File: src/rtl/cache_refill_controller.sv
// cache_refill_controller: load-miss handler between the CPU load path and the two-way data cache.
// Optional hit/miss statistics counters are compiled in with CACHE_REFILL_STATS_EN.
module cache_refill_controller #(
  parameter int unsigned DATA_WIDTH     = 32,
  parameter int unsigned ADDR_WIDTH     = 32,
  parameter int unsigned TIMEOUT_CYCLES = 255
) (
  input  logic                  clk,
  input  logic                  rst_n,
  input  logic                  load_req_i,
  input  logic [ADDR_WIDTH-1:0] addr_i,
  input  logic                  cache_hit_i,
  input  logic [DATA_WIDTH-1:0] cache_data_i,
  output logic                  stall_o,
  output logic                  load_valid_o,
  output logic [DATA_WIDTH-1:0] load_data_o,
  output logic                  mem_req_o,
  output logic [ADDR_WIDTH-1:0] mem_addr_o,
  input  logic                  mem_ready_i,
  input  logic                  mem_rvalid_i,
  input  logic [DATA_WIDTH-1:0] mem_rdata_i,
  output logic                  fill_o,
  output logic [ADDR_WIDTH-1:0] fill_addr_o,
  output logic [DATA_WIDTH-1:0] fill_data_o,
`ifdef CACHE_REFILL_STATS_EN
  output logic [31:0]           hit_count_o,
  output logic [31:0]           miss_count_o,
`endif
  output logic                  timeout_o
);

  localparam int unsigned CNT_WIDTH = $clog2(TIMEOUT_CYCLES + 1);

  typedef enum logic [1:0] {IDLE, REQ, WAIT, FILL} state_t;

  state_t                state_q, state_d;
  logic [ADDR_WIDTH-1:0] addr_q, addr_d;
  logic [DATA_WIDTH-1:0] data_q, data_d;
  logic [CNT_WIDTH-1:0]  cnt_q, cnt_d;
  logic                  timeout_q, timeout_d;
  logic                  hit_evt, miss_evt;

  // Byte offset is dropped: memory and fill traffic is word-aligned.
  logic unused_addr_bits;
  assign unused_addr_bits = ^addr_i[1:0];

  always_ff @(posedge clk or negedge rst_n) begin
    if (!rst_n) begin
      state_q   <= IDLE;
      addr_q    <= '0;
      data_q    <= '0;
      cnt_q     <= '0;
      timeout_q <= 1'b0;
    end else begin
      state_q   <= state_d;
      addr_q    <= addr_d;
      data_q    <= data_d;
      cnt_q     <= cnt_d;
      timeout_q <= timeout_d;
    end
  end

  always_comb begin
    state_d      = state_q;
    addr_d       = addr_q;
    data_d       = data_q;
    cnt_d        = cnt_q;
    timeout_d    = 1'b0;
    hit_evt      = 1'b0;
    miss_evt     = 1'b0;
    stall_o      = 1'b0;
    load_valid_o = 1'b0;
    load_data_o  = '0;
    mem_req_o    = 1'b0;
    mem_addr_o   = '0;
    fill_o       = 1'b0;
    fill_addr_o  = '0;
    fill_data_o  = '0;
    timeout_o    = timeout_q;

    case (state_q)
      IDLE: begin
        // The timeout cycle completes the stalled load with zero data; no new load starts here.
        if (timeout_q) begin
          load_valid_o = 1'b1;
        end else if (load_req_i) begin
          if (cache_hit_i) begin
            load_valid_o = 1'b1;
            load_data_o  = cache_data_i;
            hit_evt      = 1'b1;
          end else begin
            stall_o  = 1'b1;
            addr_d   = {addr_i[ADDR_WIDTH-1:2], 2'b00};
            miss_evt = 1'b1;
            state_d  = REQ;
          end
        end
      end
      REQ: begin
        stall_o    = 1'b1;
        mem_req_o  = 1'b1;
        mem_addr_o = addr_q;
        if (mem_ready_i) begin
          cnt_d   = '0;
          state_d = WAIT;
        end
      end
      WAIT: begin
        stall_o = 1'b1;
        cnt_d   = cnt_q + CNT_WIDTH'(1);
        if (mem_rvalid_i) begin
          data_d  = mem_rdata_i;
          state_d = FILL;
        end else if (cnt_q == CNT_WIDTH'(TIMEOUT_CYCLES - 1)) begin
          timeout_d = 1'b1;
          state_d   = IDLE;
        end
      end
      FILL: begin
        fill_o       = 1'b1;
        fill_addr_o  = addr_q;
        fill_data_o  = data_q;
        load_valid_o = 1'b1;
        load_data_o  = data_q;
        state_d      = IDLE;
      end
      default: state_d = IDLE;
    endcase
  end

`ifdef CACHE_REFILL_STATS_EN
  // Saturating hit/miss counters, one count per load accepted in IDLE.
  always_ff @(posedge clk or negedge rst_n) begin
    if (!rst_n) begin
      hit_count_o  <= '0;
      miss_count_o <= '0;
    end else begin
      if (hit_evt && (hit_count_o != 32'hFFFF_FFFF)) begin
        hit_count_o <= hit_count_o + 32'd1;
      end
      if (miss_evt && (miss_count_o != 32'hFFFF_FFFF)) begin
        miss_count_o <= miss_count_o + 32'd1;
      end
    end
  end
`else
  logic unused_stats;
  assign unused_stats = hit_evt ^ miss_evt;
`endif

endmodule

File: config.mk
export PLATFORM = sky130hd
export DESIGN_NAME = cache_refill_controller
export DESIGN_NICKNAME = d
export VERILOG_FILES = /design/src/rtl/cache_refill_controller.sv
export SDC_FILE = /design/constraint.sdc
export NUM_CORES = 1
export LEC_CHECK = 0
export BUFFER_PORTS_ARGS = -buffer_cell sky130_fd_sc_hd__buf_2
export CORE_UTILIZATION = 44
export CTS_CLUSTER_DIAMETER = 100
export DETAILED_ROUTE_END_ITERATION = 12
export GPL_TIMING_DRIVEN = 1
export PLACE_DENSITY_LB_ADDON = 0.2
export SLEW_MARGIN = 15
export SYNTH_ARGS = -nofsm -noshare
export SYNTH_HDL_FRONTEND = slang
export SYNTH_SLANG_ARGS = --single-unit
File: constraint.sdc
create_clock -name clk -period 2 [get_ports clk]
set_input_delay 0.2 -clock clk [delete_from_list [all_inputs] [get_ports clk]]
set_output_delay 0.2 -clock clk [all_outputs]
set_load 0.01 [all_outputs]
After elaboration in Yosys (flattened, before gate mapping)
Index checks and enable logic that the tools add are counted.
- flip-flop bits (word level): 73
- latch bits: 0
- RAM bits: 0
- ROM bits: 0
- input bits: 102
- logic and storage cells: 53
- memories: 0
- add/sub/neg operators: 1
- multipliers: 0
- divide/modulo/power cells: 0
- order comparisons: 0
- eq/ne operators: 9
- shifts and indexed selects: 0
- multiplexer cells: 29
- bitwise gates (word level): 2
- reductions and logical operators: 7
- operators by type and width (cell ; number):
    $mux W32 ; 6
    $pmux W32 S2 ; 1
    $pmux W8 S2 ; 1
    $mux W2 ; 6
    $mux W1 ; 11
    $add A8 B1 Y8 const B ; 1
    $eq A8 B8 Y1 const B ; 1
    $mux W8 ; 1
    $ne A2 B2 Y1 const B ; 4
    $pmux W2 S4 ; 1
    $reduce_and A5 Y1 ; 1
    $eq A2 B2 Y1 const B ; 2
    $pmux W1 S2 ; 2
    $reduce_and A2 Y1 ; 2
    $reduce_and A4 Y1 ; 1
    $ne A3 B3 Y1 const B ; 1
    $eq A2 B1 Y1 const B ; 1
    $logic_not A2 Y1 ; 1
    $not A1 Y1 ; 2
    $reduce_bool A2 Y1 ; 1
    $reduce_or A2 Y1 ; 1

Longest topological paths before layout
Gate-level depths: netlist of the first run.
- depth in word-level cells: 4
- gate-level depth with buffers: 7

Worst setup path before layout of the first run
OpenSTA, ideal clock, no wires.
- path kind: flip-flop to flip-flop
- start: register state_q[1]
- end: register cnt_q[7]
- library setup time: 0.121 ns
- data arrival time: 1.576 ns
- data required time: 1.879 ns
- slack: 0.303 ns
- stages on the path, launching flop included: 7
- buffers on the path: 0
- clock period less this slack: 1.697 ns
- cell sequence: dfrtp_1 inv_1 ha_1 mux2i_2 nor2_1 mux2_2 a22o_1
- word-level cells in the longest chain between the ends: 3
- elaborated cells between the ends (all ways): 6
- those cells by class: eq/ne (3); mux (1); reduce/logical (2)
- RTL lines (what ; RTL line ; RTL):
    from (decl) ; 36 ; state_t state_q, state_d;
    from (signal assigned) ; 55 ; state_q <= state_d;
    $eq A2 B1 Y1 / $eq A2 B2 Y1 (equally long branches) ; 81 ; case (state_q)
    $ne A2 B2 Y1 (no source line) / $reduce_bool A2 Y1 (equally long branches) ; -- ;
    $reduce_and A2 Y1 (no source line) ; -- ;
    to (signal assigned) ; 58 ; cnt_q <= cnt_d;
    to (decl) ; 39 ; logic [CNT_WIDTH-1:0] cnt_q, cnt_d;
Several ways; a longest one is shown, not always the timed one.
A chain may end at the register's enable or synchronous reset.

Final worst setup path of the first run
- start: register state_q[0]
- end: output load_data_o[20]
- word-level cells in the longest chain between the ends: 2
- elaborated cells between the ends (all ways): 3
- those cells by class: eq/ne (1); mux (1); reduce/logical (1)
- RTL lines (what ; RTL line ; RTL):
    $eq A2 B2 Y1 / $logic_not A2 Y1 (equally long branches) ; 81 ;
    $pmux W32 S2 * ; 81 ;
    to (decl) ; 16 ; output logic [DATA_WIDTH-1:0] load_data_o,
Mark *: on every way between the ends. The rest lies on a longest branch, timed or not.

==> results.md, run 1 <==
- The total power of the final layout is 7.90 mW.
- The maximum net fanout on the critical path is 13.
- The global-route wire length before repair is 17.5 mm.
- The total clock buffers created by CTS is 9.
- For this run, the post-layout net count is 735.
- Data arrives at the worst endpoint at 1.84 ns.
- In this run the register-to-register setup slack is 0.06 ns.
- Entering global routing, the biggest net connects 49 pins.
- After global routing the overflow that remains totals 0.
- The final number of hold-violating endpoints is 0.
- The critical path is of the reg2out type.
- The full die area is 9490 sq um.
- In the routed layout, each cell is associated on average with a via count of 4.98.
- The worst hold path depth is 2.
- The hold-critical path endpoint is addr_q[4].
- Clock skew on the completed layout was measured at 0.00856 ns.
- The max-slew violation total from the final report is 0.
- The violation count after the first detailed-routing iteration is 173.
- The post-detailed-route wirelength per cell is 15.0 um.
- By count the netlist is led by 92 x sky130_fd_sc_hd__and2_1, 73 x sky130_fd_sc_hd__dfrtp_1, 62 x sky130_fd_sc_hd__mux2_2, 37 x sky130_fd_sc_hd__nor2_1, 34 x sky130_fd_sc_hd__a21oi_1.
- The distinct cell type count after synthesis is 32.
- The flip-flop and latch count after synthesis is 73.
- The clock transition time at the flip-flop clock pins of the worst setup and hold paths is 0.08 ns.
- The required time of the worst setup path is 1.80 ns.
- The final non-filler cell total is 739.
- The depth of the most critical reg-to-reg path is 8.
- The post-layout minimum cycle time is 2.04 ns.
- The TritonCTS clock tree is done.
- Summed over all nets, the half-perimeter wirelength after detailed placement is 7.77 mm.
- Counting stages on the worst path, the most repeated cell is sky130_fd_sc_hd__buf_12.
- The leading cell type by number of instances after synthesis is sky130_fd_sc_hd__and2_1.
- The slowest stage of the critical path is the sky130_fd_sc_hd__dfrtp_1 cell.
- Setup violations remaining at the end of the flow were counted as 8.
- The area share of the largest cell type after synthesis is 45.6%.
- The row count is 34.
- Timing would allow up to 489 MHz.
- The total leakage power is 3.10 nW.
- Pin placement for this block handled 235 I/O pins.
- The vias after detailed routing is 3679.
- The worst-case IR drop observed on VDD is 0.785 mV.
- The first-pass detailed-route iteration total is 4.
- The clock net sink count is 73.
- The root buffer selected by CTS is sky130_fd_sc_hd__clkbuf_8.
- The vertical die dimension is 97.4 um.
- The Yosys step of the flow raised 0 warnings.
- The placed instances occupy a cell area of 5290 sq um.
- The flow ran to the end, but the final reports show violations.
- The part of the Yosys area used for sequential elements is 45.6%.
- The combined global-route utilization of all metal layers is 23.0%.
- The startpoint identified for the worst register-to-register timing path is state_q[0].
- The floorplan step set the die width to 97.4 um.
- The number of global-route vias before repair was 3676.
- The count of buffers inserted at the top-level ports is 228.
- The average size of a mapped cell is 10.3 sq um.
- The final-layout fill cell count is 699.
- The H-tree level count is 3.
- The post-synthesis cell type with the largest combined area is sky130_fd_sc_hd__dfrtp_1.
- The cell type group with the largest total delay on the critical path is buffers and inverters.
- At the end of the flow the core is filled with cells to 65.9%.
- For this run, the leading register cell type out of synthesis is sky130_fd_sc_hd__dfrtp_1.
- Once layout is done, the placed cells without fillers occupy 5770 sq um.
- The type of element capturing the critical path is an output port.
- The total power density per cell area is 1370 nW/um^2.
- Summed over all layers, the routed wires come to 11.1 mm.
- Across the run, the number of max-cap violations was 0.
- The worst path uses 102% of the clock period.
- At the later pin of the worst-skew pair, clock insertion delay measures 0.33 ns.
- The initial core utilization is 45.7%.
- The number of placed instances, taps included is 709.
- The endpoint of the worst-slack reg-to-reg timing path is cnt_q[2].
- Walking the worst path, the cells encountered are inv_2 > ha_4 > and4b_2 > buf_12 > buf_12 > a21oi_2 > nor2_1 > buf_2.
- The remaining antenna violation count is 0.
- In the routed design, unresolved DRC markers number 0.
- In this run the standard cell core region covers 8760 sq um.
- The share of async-settable or async-resettable flops after synthesis is 100%.
- STA classifies the critical path startpoint as a register.
- The checks that failed: setup timing.
- The synthesized area is 4010 sq um.
- The area growth from synthesis to layout is 44.1%.
- The number of synthesized flops with an enable pin is 0.
- The hold path startpoint is addr_i[4].
- The final weighted congestion of routability-driven global placement is 0.760.
- 0 antenna diodes ended up in the layout.
- In this run the worst hold path is classified as in2reg.
- The share of final-layout standard cells stronger than drive strength 1 is 55.9%.
- Counting both buffers and inverters, the worst setup path holds a total of 4.
- The cell count after synthesis came out at 388.
- Across all setup checks in the final design, the least slack found is -0.0449 ns.
- The number of antenna violations at the first check in global routing is 0.
- The delay of the slowest cell on the worst path is 0.41 ns.
- Counting along the longest clock path gives a buffer depth of 2.
- Setup repair after global routing could not meet its margin everywhere.
- Yosys attributes the largest share of cell area to sky130_fd_sc_hd__dfrtp_1 46%, sky130_fd_sc_hd__mux2_2 17%, sky130_fd_sc_hd__and2_1 14%.
worst reg2reg max path: cells and delay by family (launching register included):
family / cells / cell delay, ns
buffers and inverters: 3 / 0.50
flip-flops: 1 / 0.43
AO/OA/AOI/OAI: 1 / 0.18
adder cells (fa/ha/maj): 1 / 0.24
multiplexers: 2 / 0.44
AND/OR/NAND/NOR: 1 / 0.06
report_power, final:
group / leakage [nW] / internal, mW / switching, mW
clock network: 0.120 / 0.862 / 0.541
logic: 2.09 / 1.99 / 1.93
registers: 0.887 / 2.16 / 0.413
total: 3.10 / 5.01 / 2.88
cells by family (layout without fill, tap and decap cells):
logic type	Yosys count	count (layout)	share of synthesized area, %
DFF	73	73	45.6
other	1	4	0.0936
muxes	66	66	18.6
buffers and inverters	33	273	4.43
and+or+nand+nor	158	158	22.1
AOI/OAI and AO/OA	50	50	7.02
adders and majority gates	7	7	2.19
cells in the final DEF (no fill, tap or decap), drive strengths merged, types with 2 or more instances in the layout:
cell and count:
and2 92, ha 7, nand4 2, o21ai 6
a21o 3, conb 4, bufinv 3, a21oi 34
o21a 2, nor3 3, mux2i 2, clkbuf 12
dfrtp 73, nand3 5, buf 251, nor2 37
a22o 4, inv 4, nand2 11, nor4 2
mux2 64
sequential cells by signal, indices dropped and copies added, names as in the netlist:
register,flops
data_q,32
cnt_q,8
addr_q,30
timeout_o,1
state_q,2
how the worst max path moves through the flow:
stage	end	from	cells after the start	slack (ns)
floorplan	cnt_q[7]	state_q[1]	6	0.30
global placement	load_data_o[21]	state_q[0]	7	0.21
detailed placement	load_data_o[21]	state_q[1]	7	0.15
CTS	load_data_o[6]	state_q[1]	8	-0.03
global route	load_data_o[7]	state_q[1]	8	-0.12
finish	load_data_o[20]	state_q[0]	8	-0.04
metal layers:
metal	vias up	track usage, %	share of wire, %
li1	1771	-	-
met1	1763	29.1	43
met2	131	39.5	50
met3	14	4.60	5.8
met4	0	7.13	1.3
met5	-	0	0
layout make-up:
| cell class | instances | area, sq um | share of cell area (%) |
|---|---|---|---|
| well taps | 108 | 135 | 2.34 |
| flip-flops and latches | 73 | 1830 | 31.6 |
| clock buffers | 11 | 141 | 2.45 |
| clock inverters | 5 | 103 | 1.78 |
| inverters | 4 | 15.0 | 0.260 |
| repair buffers | 253 | 1460 | 25.3 |
| multi-input cells | 285 | 2090 | 36.2 |
timing repair:
item                                    in CTS  in global routing
endpoints found under the hold margin       32                  0
pin swaps                                    4                  2
endpoints found under the setup margin      33                 33
buffers inserted                             9                  3
gates resized for setup                     24                  5
hold buffers                                 1                  0
cloned                                       1                  1
through the flow:
| step | setup slack (ns) | hold slack, ns | TNS [ns] |
|---|---|---|---|
| floorplan | 0.303 | -0.0956 | 0 |
| global placement | 0.212 | 0.171 | 0 |
| finish | -0.0449 | 0.0758 | -0.290 |
| global route | -0.120 | 0.0704 | -1.85 |
| CTS | -0.0314 | 0.0678 | -0.333 |
| detailed placement | 0.153 | 0.178 | 0 |
No activity file was read; power rests on OpenSTA's default activity.
==> run 2, diff against run 1 <==
==> constraint.sdc (replaced) <==
create_clock -name clk -period 2 [get_ports clk]
set_input_delay 0.2 -clock clk [delete_from_list [all_inputs] [get_ports clk]]
set_output_delay 0.2 -clock clk [all_outputs]
set_load 0.1 [all_outputs]
==> results.md, run 2 <==
- The total clock buffers created by CTS is 9 (unchanged).
- The vertical die dimension is 97.4 um (unchanged).
- Global routing used 65.4% of the available tracks.
- The combinational family with the most area after synthesis was simple AND/OR/NAND/NOR gates (unchanged).
- The flip-flop and latch count after synthesis is 73 (unchanged).
- The distinct cell type count after synthesis is 32 (unchanged).
- The area share of the largest cell type after synthesis was 45.6% (unchanged).
- Entering global routing, the biggest net connects 41 pins.
- The initial core utilization came to 45.7% (unchanged).
- The maximum buffer depth of the clock tree is 2 (unchanged).
- The overall die width is 97.4 um (unchanged).
- The part of the Yosys area used for sequential elements is 45.6% (unchanged).
- Leading cell types by total area after synthesis: sky130_fd_sc_hd__dfrtp_1 46%, sky130_fd_sc_hd__mux2_2 17%, sky130_fd_sc_hd__and2_1 14% (unchanged).
- The synthesized instance count is 388 (unchanged).
- The average size of a mapped cell is 10.3 sq um (unchanged).
- The count of synthesis-stage warnings from yosys was 0 (unchanged).
- The primary flip-flop cell chosen by synthesis mapping is sky130_fd_sc_hd__dfrtp_1 (unchanged).
- The share of async-settable or async-resettable flops after synthesis was 100% (unchanged).
- The synthesized-area fraction occupied by and/or/nand/nor cells is 22.1% (unchanged).
- The leading cell type by number of instances after synthesis is sky130_fd_sc_hd__and2_1 (unchanged).
- The pin category terminating the worst setup path after the last repair is a top-level output.
- The post-synthesis cell type with the largest combined area is sky130_fd_sc_hd__dfrtp_1 (unchanged).
- The cell area after placement is 7670 sq um (was 5290 sq um).
- The final weighted congestion of routability-driven global placement came to 0.779 (was 0.760).
- The number of synthesized flops with an enable pin is 0 (unchanged).
- The stage where the run ended is 5_1_grt.
- The H-tree level count is 3 (unchanged).
- The count of buffers inserted at the top-level ports was 228 (unchanged).
- The I/O pin count came to 235 (unchanged).
- The number of placed instances, taps included is 711 (was 709).
- The worst setup slack before clock tree synthesis was 0.0690 ns (was 0.153 ns).
- Status: did not finish (was complete, but fails checks).
- The total overflow left after global routing is 5.
- The post-synthesis mux area share is 18.6% (unchanged).
- Synth top cells by count: 92 x sky130_fd_sc_hd__and2_1, 73 x sky130_fd_sc_hd__dfrtp_1, 62 x sky130_fd_sc_hd__mux2_2, 37 x sky130_fd_sc_hd__nor2_1, 34 x sky130_fd_sc_hd__a21oi_1 (unchanged).
- The first error in the log reads "[ERROR GRT-0232] Routing congestion too high. Check the congestion heatmap in the GUI".
- The row count is 34 (unchanged).
- The detailed placement HPWL was 11.0 mm (was 7.77 mm).
- The clock net sink count came to 73 (unchanged).
- In the global-route stage, repair_timing last flagged the worst endpoint as load_data_o[8].
- The synthesized-area fraction occupied by ao, oa, aoi and oai cells is 7.02% (unchanged).
- The share of synthesized cell area in full adder, half adder and majority cells is 2.19% (unchanged).
- The synthesized area is 4010 sq um (unchanged).
- The root buffer selected by CTS is sky130_fd_sc_hd__clkbuf_8 (unchanged).
- The fraction of synthesized cell area in xor and xnor cells was 0% (unchanged).
- The number of antenna violations at the first check in global routing is 11.
==> run 2: cell counts after synthesis <==
Identical to the previous run, type by type.
==> run 2: layer usage <==
metal  GRT overflow  track usage [%]
met1              0             62.7
met2              3             91.5
met3              0             39.6
met4              2             70.7
met5              0             2.20
==> run 2: timing repair <==
item,4_1_cts
hold buffers,1
setup endpoints to repair,90
resized for setup,55
pin swaps,35
hold endpoints to repair,33
setup buffers,11
gates cloned,3
==> run 2: through the flow <==
step | hold slack [ns] | util, % | setup TNS [ns]
after CTS | 0.0573 | 95.3 | -3.40
after detailed placement | 0.181 | 87.5 | 0
after global placement | 0.185 | 87.5 | 0
after floorplan | -0.0956 | - | -8.71
==> run 2: kinds of logic after synthesis <==
family / Yosys count
AOI/OAI and AO/OA: 50
adders and majority gates: 7
buffers and inverters: 33
other: 1
muxes: 66
and+or+nand+nor: 158
DFF: 73
==> run 3, diff against run 2 <==
--- a/config.mk
+++ b/config.mk
@@ -6,11 +6,10 @@
 export NUM_CORES = 1
 export LEC_CHECK = 0
 export BUFFER_PORTS_ARGS = -buffer_cell sky130_fd_sc_hd__buf_2
-export CORE_UTILIZATION = 44
-export CTS_CLUSTER_DIAMETER = 100
+export CORE_UTILIZATION = 35
 export DETAILED_ROUTE_END_ITERATION = 12
 export GPL_TIMING_DRIVEN = 1
-export PLACE_DENSITY_LB_ADDON = 0.2
+export PLACE_DENSITY_LB_ADDON = 0.15
 export SLEW_MARGIN = 15
 export SYNTH_ARGS = -nofsm -noshare
 export SYNTH_HDL_FRONTEND = slang
==> results.md, run 3 (synthesis results as in run 1) <==
- Status: complete, but fails checks (was did not finish).
- The final reports fail on setup timing.
- The violation count after the first detailed-routing iteration is 122.
- The count of buffers inserted at the top-level ports is 228 (unchanged).
- The vertical die dimension is 109 um (was 97.4 um).
- Fill cells in the final layout number 676.
- The max-slew violation total from the final report is 0.
- data_q holds more flip-flops than any other register.
- Data arrives at the worst endpoint at 1.88 ns.
- The most frequent standard cell in the layout excluding fill and tap cells is sky130_fd_sc_hd__buf_12.
- Data on the critical path is required at its endpoint by 1.80 ns.
- The detailed-route vias per instance is 4.88.
- In the post-route analysis, the smallest setup slack over all paths is -0.0780 ns.
- The clock net sink count is 73 (unchanged).
- The row count is 38 (was 34).
- The root buffer selected by CTS is sky130_fd_sc_hd__clkbuf_16 (was sky130_fd_sc_hd__clkbuf_8).
- The critical path is of the reg2out type.
- The overall die width is 109 um (was 97.4 um).
- On the final layout, the worst hold slack is 0.0941 ns.
- In this run the worst path has a maximum fanout of 8.
- STA classifies the critical path endpoint as an output port.
- The number of global-route vias before repair is 3939.
- The combined global-route utilization of all metal layers is 24.4%.
- The final core utilization is 77.4%.
- The final layout contains routed wiring with a total length of 14.2 mm.
- Summing all multi-input logic gate instances after layout gives 2680 sq um.
- The worst path uses 104% of the clock period.
- The clock transition time at the flip-flop clock pins of the worst setup and hold paths is 0.06 ns.
- The H-tree level count is 3 (unchanged).
- The delay of the slowest cell on the worst path is 0.40 ns.
- The number of nets in the layout is 742.
- The flip-flop count of the largest register after layout is 32.
- The number of buffers and inverters on the critical path is 4.
- The share of final-layout standard cells stronger than drive strength 1 is 79.0%.
- The worst setup path is launched from a register.
- The count of nets left with antenna violations once routing finished came out at 0.
- The initial core utilization is 36.5% (was 45.7%).
- The area overhead of the layout relative to synthesis is 112%.
- The maximum buffer depth of the clock tree is 2 (unchanged).
- Leaving out fill and tap cells, the most frequent cells in the layout are 138 x sky130_fd_sc_hd__buf_12, 99 x sky130_fd_sc_hd__buf_2, 72 x sky130_fd_sc_hd__dfrtp_1.
- The total clock buffers created by CTS is 9 (unchanged).
- The final number of hold-violating endpoints is 0.
- The I/O pin count is 235 (unchanged).
- Across all layers, the routed design uses 3795 vias.
- Traced cell by cell, the critical path runs through inv_2 > ha_4 > and4b_4 > buf_12 > buf_16 > a21oi_4 > nor2_4 > buf_12.
- The kind of cell with the highest combined delay along the critical path is buffers and inverters.
- The number of antenna violations at the first check in global routing is 0.
- The count of inserted antenna diode cells is 0.
- The cell at the slowest stage of the critical path is sky130_fd_sc_hd__dfrtp_1.
- The final weighted congestion of routability-driven global placement is 0.797 (was 0.779).
- The die covers 11900 sq um.
- Across the whole layout, storage elements account for 1830 sq um.
- The first global-routing pass estimated 21.6 mm of wire.
- The worst setup slack before clock tree synthesis came to 0.151 ns (was 0.0690 ns).
- Setup repair after global routing could not meet its margin everywhere.
- Counting stages on the worst path, the most repeated cell is sky130_fd_sc_hd__buf_12.
- The tool flagged a number of max-cap violations equal to 0.
- Setup violations remaining at the end of the flow were counted as 32.
- The timing-limited maximum frequency is 481 MHz.
- In this run the worst hold path is classified as in2reg.
- The first TritonRoute pass finished after 4 iterations.
- The remaining routing DRC violations is 0.
- TritonCTS built the clock tree.
- The later pin in the worst-skew pair is clocked with a latency of 0.32 ns.
- The post-layout minimum cycle time is 2.08 ns.
- The largest registers in the layout are data_q x32, addr_q x30, cnt_q x8.
- The aggregate global routing overflow is 0.
- After detailed routing, the average wire length per cell comes to 18.3 um.
- The detailed placement HPWL is 10.1 mm (was 11.0 mm).
- The pin count of the biggest net entering global routing is 46.
- Clock skew on the completed layout was measured at 0.00417 ns.
- The floorplan step defined a core boundary enclosing 11000 sq um.
run 3: per-stage QoR:
step,std cells,instance area (sq um),setup TNS [ns]
after floorplan,391,4480,-8.71
after global placement,744,7700,0
after detailed placement,744,7700,0
after CTS,776,8430,-1.56
after global routing,778,8500,-3.38
final,778,8500,-1.52
run 3: routing by layer:
| metal | wire [um] | part of all wire (%) | vias to the layer above | global-route usage, % |
|---|---|---|---|---|
| met4 | 417 | 2.9 | 0 | 10.4 |
| li1 | - | - | 1785 | - |
| met3 | 971 | 6.8 | 28 | 5.20 |
| met2 | 7720 | 54 | 154 | 45.3 |
| met5 | 0 | 0 | - | 0 |
| met1 | 5100 | 36 | 1828 | 26.6 |
run 3: area by class of cell:
class                           instances  share of cell area, %
Tap cell                              140                   2.06
Clock inverter                          4                  0.236
Sequential cell                        73                   21.5
Timing Repair Buffer                  260                   41.7
Multi-Input combinational cell        285                   31.5
Inverter                                4                  0.177
Clock buffer                           12                   2.78
run 3: final timing paths:
kind | start | to | slack [ns] | cells past startpoint
min in group asynchronous | rst_n | addr_q[15] | 0.37 | 2
min | addr_i[4] | addr_q[4] | 0.09 | 2
max in group asynchronous | rst_n | addr_q[10] | 1.04 | 3
max reg2reg | state_q[1] | cnt_q[7] | 0.08 | 7
min reg2reg | addr_q[4] | addr_q[4] | 0.50 | 1
max | state_q[1] | load_data_o[1] | -0.08 | 8
run 3: what timing repair did:
| action | 4_1_cts | 5_1_grt |
|---|---|---|
| cloned | 5 | 0 |
| gates resized for setup | 58 | 10 |
| buffers inserted | 12 | 3 |
| pin swaps | 31 | 20 |
| endpoints found under the setup margin | 92 | 65 |
| hold buffers | 1 | 0 |
| endpoints found under the hold margin | 28 | 0 |
Power of run 3 is left out: the tool's default activity adds up to more than one toggle a clock period on the data nets, which glitch-free logic cannot reach.
